===== config.mk =====
export PLATFORM = sky130hd
export DESIGN_NAME = cm_rr_merge
export DESIGN_NICKNAME = d
export VERILOG_FILES = /design/src/rtl/cm_rr_merge.sv
export SDC_FILE = /design/constraint.sdc
export NUM_CORES = 1
export LEC_CHECK = 0
export ABC_CLOCK_PERIOD_IN_PS = 4960
export CORE_AREA = 2 2 83 85
export DETAILED_ROUTE_END_ITERATION = 6
export DIE_AREA = 0 0 85 87
export PLACE_DENSITY = 0.91
export RECOVER_POWER = 25
export SLEW_MARGIN = 20
export SYNTH_ARGS = -nofsm -noshare
export SYNTH_HDL_FRONTEND = slang
export SYNTH_SLANG_ARGS = --single-unit

===== constraint.sdc =====
create_clock -name CLK -period 4.96 [get_ports CLK]
set_input_delay 0.744 -clock CLK [delete_from_list [all_inputs] [get_ports CLK]]
set_output_delay 0.744 -clock CLK [all_outputs]
set_load 0.02 [all_outputs]

===== src/rtl/cm_rr_merge.sv =====
`default_nettype none
// ============================================================================
// cm_rr_merge : N-input token merge with round-robin / fixed-priority
//               arbitration, source tagging and an output FIFO.
// Revision    : 1.0
// ============================================================================
module cm_rr_merge #(
    parameter  int N     = 4,
    parameter  int W     = 8,
    parameter  int DEPTH = 4,
    parameter  int MODE  = 0,
    localparam int SW    = (N > 1) ? $clog2(N) : 1,
    localparam int CW    = $clog2(DEPTH + 1)
) (
    input  logic            CLK,
    input  logic            MR,
    input  logic [N-1:0]    Send_in,
    input  logic [N*W-1:0]  Data_in,
    output logic [N-1:0]    Ack_out,
    output logic            Send_out,
    output logic [W-1:0]    Data_out,
    output logic [SW-1:0]   Sel_out,
    input  logic            Ack_in,
    output logic [N-1:0]    CP,
    output logic [CW-1:0]   Level,
    output logic            Full
);

    localparam int           c_pw  = $clog2(DEPTH);
    localparam logic [N-1:0] c_one = N'(1);

    logic [W-1:0]    r_mem_data [DEPTH];
    logic [SW-1:0]   r_mem_sel  [DEPTH];
    logic [c_pw-1:0] r_wr_ptr;
    logic [c_pw-1:0] r_rd_ptr;
    logic [CW-1:0]   r_level;
    logic            r_full;
    logic            r_send_out;
    logic [W-1:0]    r_data_out;
    logic [SW-1:0]   r_sel_out;
    logic [N-1:0]    r_cp;
    logic [SW-1:0]   r_rr_last;

    logic [N-1:0]    w_req;
    logic            w_lo_valid;
    logic [SW-1:0]   w_lo_idx;
    logic            w_hi_valid;
    logic [SW-1:0]   w_hi_idx;
    logic            w_win_valid;
    logic [SW-1:0]   w_win_idx;
    logic            w_can_accept;
    logic            w_push;
    logic            w_pop;
    logic [N-1:0]    w_grant;
    logic [W-1:0]    w_in_data;
    logic [CW-1:0]   w_level_nxt;
    logic [c_pw-1:0] w_rd_nxt;
    logic [W-1:0]    w_head_data;
    logic [SW-1:0]   w_head_sel;

    assign w_req = ~Send_in;

    // Two passes: lowest requester strictly above the last grant, else lowest overall.
    always_comb begin
        w_lo_valid = 1'b0;
        w_lo_idx   = '0;
        w_hi_valid = 1'b0;
        w_hi_idx   = '0;
        for (int i = N - 1; i >= 0; i--) begin
            if (w_req[i]) begin
                w_lo_valid = 1'b1;
                w_lo_idx   = SW'(i);
            end
            if (w_req[i] && (i > int'(r_rr_last))) begin
                w_hi_valid = 1'b1;
                w_hi_idx   = SW'(i);
            end
        end
        if (MODE == 1) begin
            w_win_valid = w_lo_valid;
            w_win_idx   = w_lo_idx;
        end else begin
            w_win_valid = w_lo_valid;
            w_win_idx   = w_hi_valid ? w_hi_idx : w_lo_idx;
        end
    end

    // Grant uses the registered Full only, so a same-cycle pop never frees a slot.
    assign w_can_accept = ~MR & ~r_full;
    assign w_push       = w_win_valid & w_can_accept;
    assign w_grant      = w_push ? (c_one << w_win_idx) : '0;
    assign w_pop        = ~r_send_out & ~Ack_in;
    assign w_in_data    = Data_in[w_win_idx*W +: W];

    always_comb begin
        w_level_nxt = r_level;
        case ({w_push, w_pop})
            2'b10:   w_level_nxt = r_level + CW'(1);
            2'b01:   w_level_nxt = r_level - CW'(1);
            default: w_level_nxt = r_level;
        endcase
        w_rd_nxt    = w_pop ? (r_rd_ptr + c_pw'(1)) : r_rd_ptr;
        w_head_data = r_data_out;
        w_head_sel  = r_sel_out;
        // The next head is the incoming token when it lands in an empty slot chain.
        if (w_level_nxt != '0) begin
            if ((r_level == '0) || (w_pop && (r_level == CW'(1)))) begin
                w_head_data = w_in_data;
                w_head_sel  = w_win_idx;
            end else begin
                w_head_data = r_mem_data[w_rd_nxt];
                w_head_sel  = r_mem_sel[w_rd_nxt];
            end
        end
    end

    always_ff @(posedge CLK) begin
        if (w_push) begin
            r_mem_data[r_wr_ptr] <= w_in_data;
            r_mem_sel[r_wr_ptr]  <= w_win_idx;
        end
    end

    always_ff @(posedge CLK) begin
        if (MR) begin
            r_wr_ptr   <= '0;
            r_rd_ptr   <= '0;
            r_level    <= '0;
            r_full     <= 1'b0;
            r_send_out <= 1'b1;
            r_data_out <= '0;
            r_sel_out  <= '0;
            r_cp       <= '0;
            r_rr_last  <= SW'(N - 1);
        end else begin
            if (w_push) begin
                r_wr_ptr  <= r_wr_ptr + c_pw'(1);
                r_rr_last <= w_win_idx;
            end
            r_rd_ptr   <= w_rd_nxt;
            r_level    <= w_level_nxt;
            r_full     <= (w_level_nxt == CW'(DEPTH));
            r_send_out <= (w_level_nxt == '0);
            r_data_out <= w_head_data;
            r_sel_out  <= w_head_sel;
            r_cp       <= w_grant;
        end
    end

    assign Ack_out  = ~w_grant;
    assign Send_out = r_send_out;
    assign Data_out = r_data_out;
    assign Sel_out  = r_sel_out;
    assign CP       = r_cp;
    assign Level    = r_level;
    assign Full     = r_full;

endmodule
`default_nettype wire


# Word level (Yosys, flattened, before mapping)
# Memory sizes are Yosys's and may differ from the RTL's.
# Cells that the tools add are included.
# totals
word_cells	63
rom_bits	0
reg_bits	25
mem_count	2
ramBits	40
latch_bits	0
output_inout_bits	23
# mem_list
memory	depth	word_bits	rd	rd_ports_with_merged_regs	wr	line_no	source
r_mem_data	4	8	1	0	1	32	logic [W-1:0] r_mem_data [DEPTH];
r_mem_sel	4	2	1	0	1	33	logic [SW-1:0] r_mem_sel [DEPTH];
# op_classes
n_mul	0
magnitude_cmp	3
bitwise	9
shift	2
n_eq_ne	4
add_sub_neg	4
n_mux	22
div	0
reduce_logical	8
# ops
operator	n
$shiftx A32 B6 Y8	1
$mux W2	10
$mux W1	9
$mux W8	1
$not A4 Y4	2
$logic_not A3 Y1	2
$pmux W3 S2	1
$add A2 B1 Y2 const B	2
$gt A2 B2 Y1 const A	2
$logic_and A1 B1 Y1	4
$mux W4	1
$not A1 Y1	4
$shl A1 B2 Y4 const A	1
$add A3 B1 Y3 const B	1
$and A1 B1 Y1	3
$eq A3 B1 Y1 const B	1
$eq A3 B3 Y1 const B	1
$reduce_bool A3 Y1	1
$sub A3 B1 Y3 const B	1
$eq A2 B1 Y1 const B	1
$eq A2 B2 Y1 const B	1
$gt A1 B2 Y1 const A	1
$logic_or A1 B1 Y1	1

# Logic depth before layout (Yosys ltp)
# depth
ltp_word	9
mapped_depth	12
ltp_nobuf	11

# Worst setup path after synthesis
# OpenSTA, ideal clock, no wires.
# synth_timing
kind	input-to-reg
startpoint	in Send_in[1]
endpoint	reg r_data_out[0] (netlist: Data_out[0])
n_path_buf	1
slack_ns	2.050
setup_time_ns	0.061
arrival_ns	2.849
path_stages	10
cell_sequence	clkbuf_2 -> nand2_1 -> nor2_1 -> nor3_2 -> inv_1 -> ha_1 -> a221o_1 -> a21oi_2 -> nor3b_4 -> a32o_1
# synth_between
elab_chain_len	7
elab_cells_between_ends	16
# synth_rtl
item	line_no	source
from (decl)	17	input logic [N-1:0] Send_in,
$not A4 Y4 *	61	assign w_req = ~Send_in;
branches (longest 6 deep; another with $shiftx A32 B6 Y8)	-	
to (signal assigned)	144	r_data_out <= w_head_data;
to (decl)	39	logic [W-1:0] r_data_out;
# Every way passes the cells marked *.
# A chain may end at the register's enable or synchronous reset.

# Worst setup path after layout
# layout_timing
startpoint	in Send_in[1]
endpoint	out Ack_out[2]
# layout_between
elab_chain_len	7
elab_cells_between_ends	13
# layout_rtl
item	line_no	source
$not A4 Y4 *	61	
$mux W2 or $logic_and A1 B1 Y1 (tied branches)	70, 74	
$mux W2 (tied with other cells)	70	if (w_req[i]) begin
$mux W2	84	w_win_idx = w_hi_valid ? w_hi_idx : w_lo_idx;
$shl A1 B2 Y4	91	assign w_grant = w_push ? (c_one << w_win_idx) : '0;
$mux W4 *	91	
$not A4 Y4 *	150	assign Ack_out = ~w_grant;
to (decl)	19	output logic [N-1:0] Ack_out,
# Mark *: on every way between the ends. The rest lies on a longest branch, timed or not.

==> out/results.env <==
SETUP_VIOL=0
TIMING.SETUP.CRITICAL_PATH_CLASS='in2out'
SETUP.WORST_PATH.START_CLASS='input port'
WIRE_LENGTH_OF_THE_FIRST_GLOBAL_ROUTING_PASS_MM=14.4
SYNTH_COMMONEST_CELLS='40 x edfxtp_1, 25 x dfxtp_1, 25 x inv_1, 18 x and3_1, 16 x nand2_1'
DIE_OUTLINE_AREA_MM2=0.00740
CTS_ROOT_BUFFER='clkbuf_8'
MAX_SLEW_MARGIN=0.281
MET3WIRELENGTH_UM=822
ANTENNA_FOUND_INITIAL=0
INSERTION_DELAY_PS=360
REPORT.FINAL.HOLD_VIOL_COUNT=0
DP_HPWL_MM=5.88
SYN-NUM-NETS=361
MAX_FREQ_MHz=247
SYNTHARSTFLOPSHARE=0
CTS_CLK_PIN_SLEW_WORST_PATHS_PS=80
NUMBER_OF_GLOBAL_ROUTE_VIAS_BEFORE_REPAIR=2878
FF_LATCH_AREA_MM2=0.00170
MAX-CLOCK-PATH-BUFFERS=2
MAPPED_CELL_AREA_MM2=0.00356
MAXCAPVIOLATIONS=0
CTS_MADE_BUFFERS=9
PLACEMENT.CELL_AREA_MM2=0.00412
SYNTH-MAIN-FF-CELL='edfxtp_1'
CLOCK_SINK_COUNT=65
SWITCHINGPOWER_uW=582
MAXIMUM_NUMBER_OF_PINS_ON_ONE_NET_BEFORE_GLOBAL_ROUTE_REPAIR=28
DRT_DRC_VIOLATIONS_LEFT=0
DR.PASS1.ITERS=5
FIN_CRIT_PS=4050
SYNTH_FA_HA_AREA_FRAC=0.0387
CTS_HOLD_REPAIR.BUFFERS=0
SYNTH-SEQ-CELLS=65
WORST_EP_ARRIVAL_TIME_PS=3310
SYNTH_TOP_FAMILY_BY_AREA='compound AO/OA/AOI/OAI gates'
SHARE_CLK_OF_TOTAL_POWER=0.321
CTS_TREE='done'
REGTOREGSTARTPOINT='Send_out'
WL_PER_CELL_UM=19.9
SYNTH_TOP_CELL_BY_AREA='edfxtp_1'
YOSYSSEQAREASHARE=0.478
FIN_WORST_SKEW_PS=11.4
HIGHEST_LAYER='met4'
NETLIST_INSTANCES=311
GRT_UTIL_ALL_LAYERS=0.254
NETS=416
FINALWIRELENGTH_MM=9.00
DIE_X_UM=85
FIRST_ITER_VIOLATIONS=336
POWER.LEAKAGE_uW=0.00163
MIN-DELAY-PATH-CLASS='reg2reg'
POST_SYNTH_MAIN_AREA_CONTRIBUTORS='edfxtp_1 34%, dfxtp_1 14%, ha_1 3.9%'
FIN_AREA_MM2=0.00438
TIMING.REG2REG.SETUP_SLACK_PS=1940
STARTPOINT='Send_in[1]'
PLACE.GP.CONGESTION=0.824
POST_SYNTHESIS_COMPOUND_GATE_AREA_FRACTION=0.226
GRT_SETUP_UNREPAIRED='no'
DETAILROUTE.VIA_COUNT=2938
YS.WARNINGS.COUNT=0
FINAL_LAYOUT_SIZE_SUFFIX_GT1_FRAC=0.105
AREA_SHARE_OF_AND_OR_NAND_NOR_CELLS_AFTER_SYNTHESIS=0.113
RR_ENDPOINT='Data_out[1]'
ROW_COUNT=30
GRT_REMAINING_OVERFLOW=0
STATUS='finished clean'
FINALSETUPTNS_PS=0
SYNTH_ENABLE_FLOP_CELLS=40
SWITCHING_POWER_AS_A_SHARE_OF_TOTAL_POWER=0.315
CRITICAL_PATH_FANOUTS_MAX=16
SHARE_SEQ_OF_TOTAL_POWER=0.393
ROUTE.LAYER.MET1.WL_MM=3.46
SYNTHMUXAREASHARE=0.0675
SYNTHDOMINANTCELLAREASHARE=0.338
FINALNONFILLERCELLS=451
H-TREE-DEPTH=3
YOSYSUNIQUECELLTYPES=58
CRITICAL_PATH.ENDPOINT_TYPE='output pin'
POST-PLACE-CELLS=435
CTS.REPAIR.RESIZED=0
INTERNAL-POWER_uW=1270
DETAIL-ROUTE-ANTENNA-NETS=0
SYNTHTOLAYOUTAREAGROWTH_PCT=23.0
NUM_ANTENNA_CELLS=0
FINAL_MIN_PERIOD_OVER_CLOCK_PERIOD=0.817
XOR_XNOR_FRACTION_OF_SYNTH_AREA=0.00246
WORST_IR_DROP_VDD_mV=0.278
FILLERS=429
YOSYS.CELL_COUNT.TOP_TYPE='edfxtp_1'
SLEW_VIOLATIONS=0
TOTALPOWERFINAL_uW=1850
SYN_AVG_CELL_AREA_UM2=11.4
WORST-R2R-CELL-COUNT=8
DIE_H_UM=87
DETAIL_ROUTE.VIAS_PER_CELL=6.51
MULTI_INPUT_AREA_MM2=0.00158
CP.REQUIRED_PS=4220
CTS_SETUP_BUFFERS=0
FLOORPLAN_CORE_AREA_MM2=0.00657
DETAILROUTE.WIRELENGTH.MET2_MM=4.47
TIGHTEST_SLEW_PS=1080
CRIT_PATH_END='Ack_out[2]'
START_UTIL=0.542
BUFFER_PORTS.INSERTED=61
DESIGN.PORTCOUNT=62
POWER-PER-CELL-AREA_mW_PER_MM2=423
COMB_PWR_SHARE=0.286
==> stage by stage <==
step / worst slack, ps / hold WS, ps / util
after floorplan: 2050 / 505 / -
after global placement: 1340 / 449 / 0.628
after detailed placement: 1180 / 467 / 0.628
after CTS: 1270 / 482 / 0.669
after global routing: 735 / 492 / 0.666
final: 907 / 472 / 0.666
==> worst min-delay path by stage <==
stage                     start     endpoint  depth (start not counted)
global placement    Data_out[0]  Data_out[0]                          1
detailed placement   Sel_out[0]   Sel_out[0]                          1
CTS                 Data_out[0]  Data_out[0]                          1
floorplan           r_wr_ptr[1]  r_wr_ptr[1]                          2
global route        Data_out[6]  Data_out[6]                          1
finish              Data_out[0]  Data_out[0]                          1
==> layer usage <==
layer  track usage  up-vias
met5             0        -
met4         0.128        0
met3        0.0493       25
met2         0.424      174
met1         0.316     1415
li1              -     1324
==> power by group through the flow <==
stage / logic [uW] / clock network (uW) / registers (uW)
after global placement: 502 / 0 / 732
final: 529 / 594 / 727
after global routing: 564 / 613 / 736
after floorplan: 322 / 0 / 754
after detailed placement: 525 / 0 / 738
after CTS: 534 / 596 / 728
==> cells in the final DEF, fill, tap and decap left out, types with 8 or more instances in the layout <==
master	Yosys	layout
a221oi_1	14	14
a32o_1	9	9
a32oi_1	8	8
and3_1	18	18
clkbuf_8	0	10
clkdlybuf4s50_1	0	41
dfxtp_1	25	25
dlygate4sd3_1	0	20
edfxtp_1	40	40
ha_1	11	11
inv_1	25	25
mux2i_1	9	9
nand2_1	16	16
nor2_1	15	15
o2111ai_1	9	9
o211ai_1	15	15
o21ai_0	11	11
==> cell families after synthesis <==
family / after synthesis
fa+ha+maj: 11
buf+inv: 45
xor+xnor: 1
mux: 19
simple gates: 73
compound gates: 97
flops: 65
==> final cells by class <==
cell class,count,area share
Timing Repair Buffer,63,0.142
Clock buffer,11,0.0372
Multi-Input combinational cell,201,0.361
Tap cell,80,0.0229
Clock inverter,5,0.0246
Inverter,26,0.0234
Sequential cell,65,0.389
==> critical path: stages <==
cell and delay [ps]:
dlygate4sd3_1 670, nand2_1 210, nor2_1 80, nor3_1 220, clkbuf_1 530, and2_0 260, inv_1 50, clkdlybuf4s50_1 540
==> state kept, by name, summed over array words and instances (netlist names) <==
signal / flops
r_mem_data: 32
Data_out: 8
r_mem_sel: 8
CP: 4
Level: 3
Sel_out: 2
r_rd_ptr: 2
r_rr_last: 2
r_wr_ptr: 2
Full: 1
Send_out: 1
No activity file was read; power rests on OpenSTA's default activity.
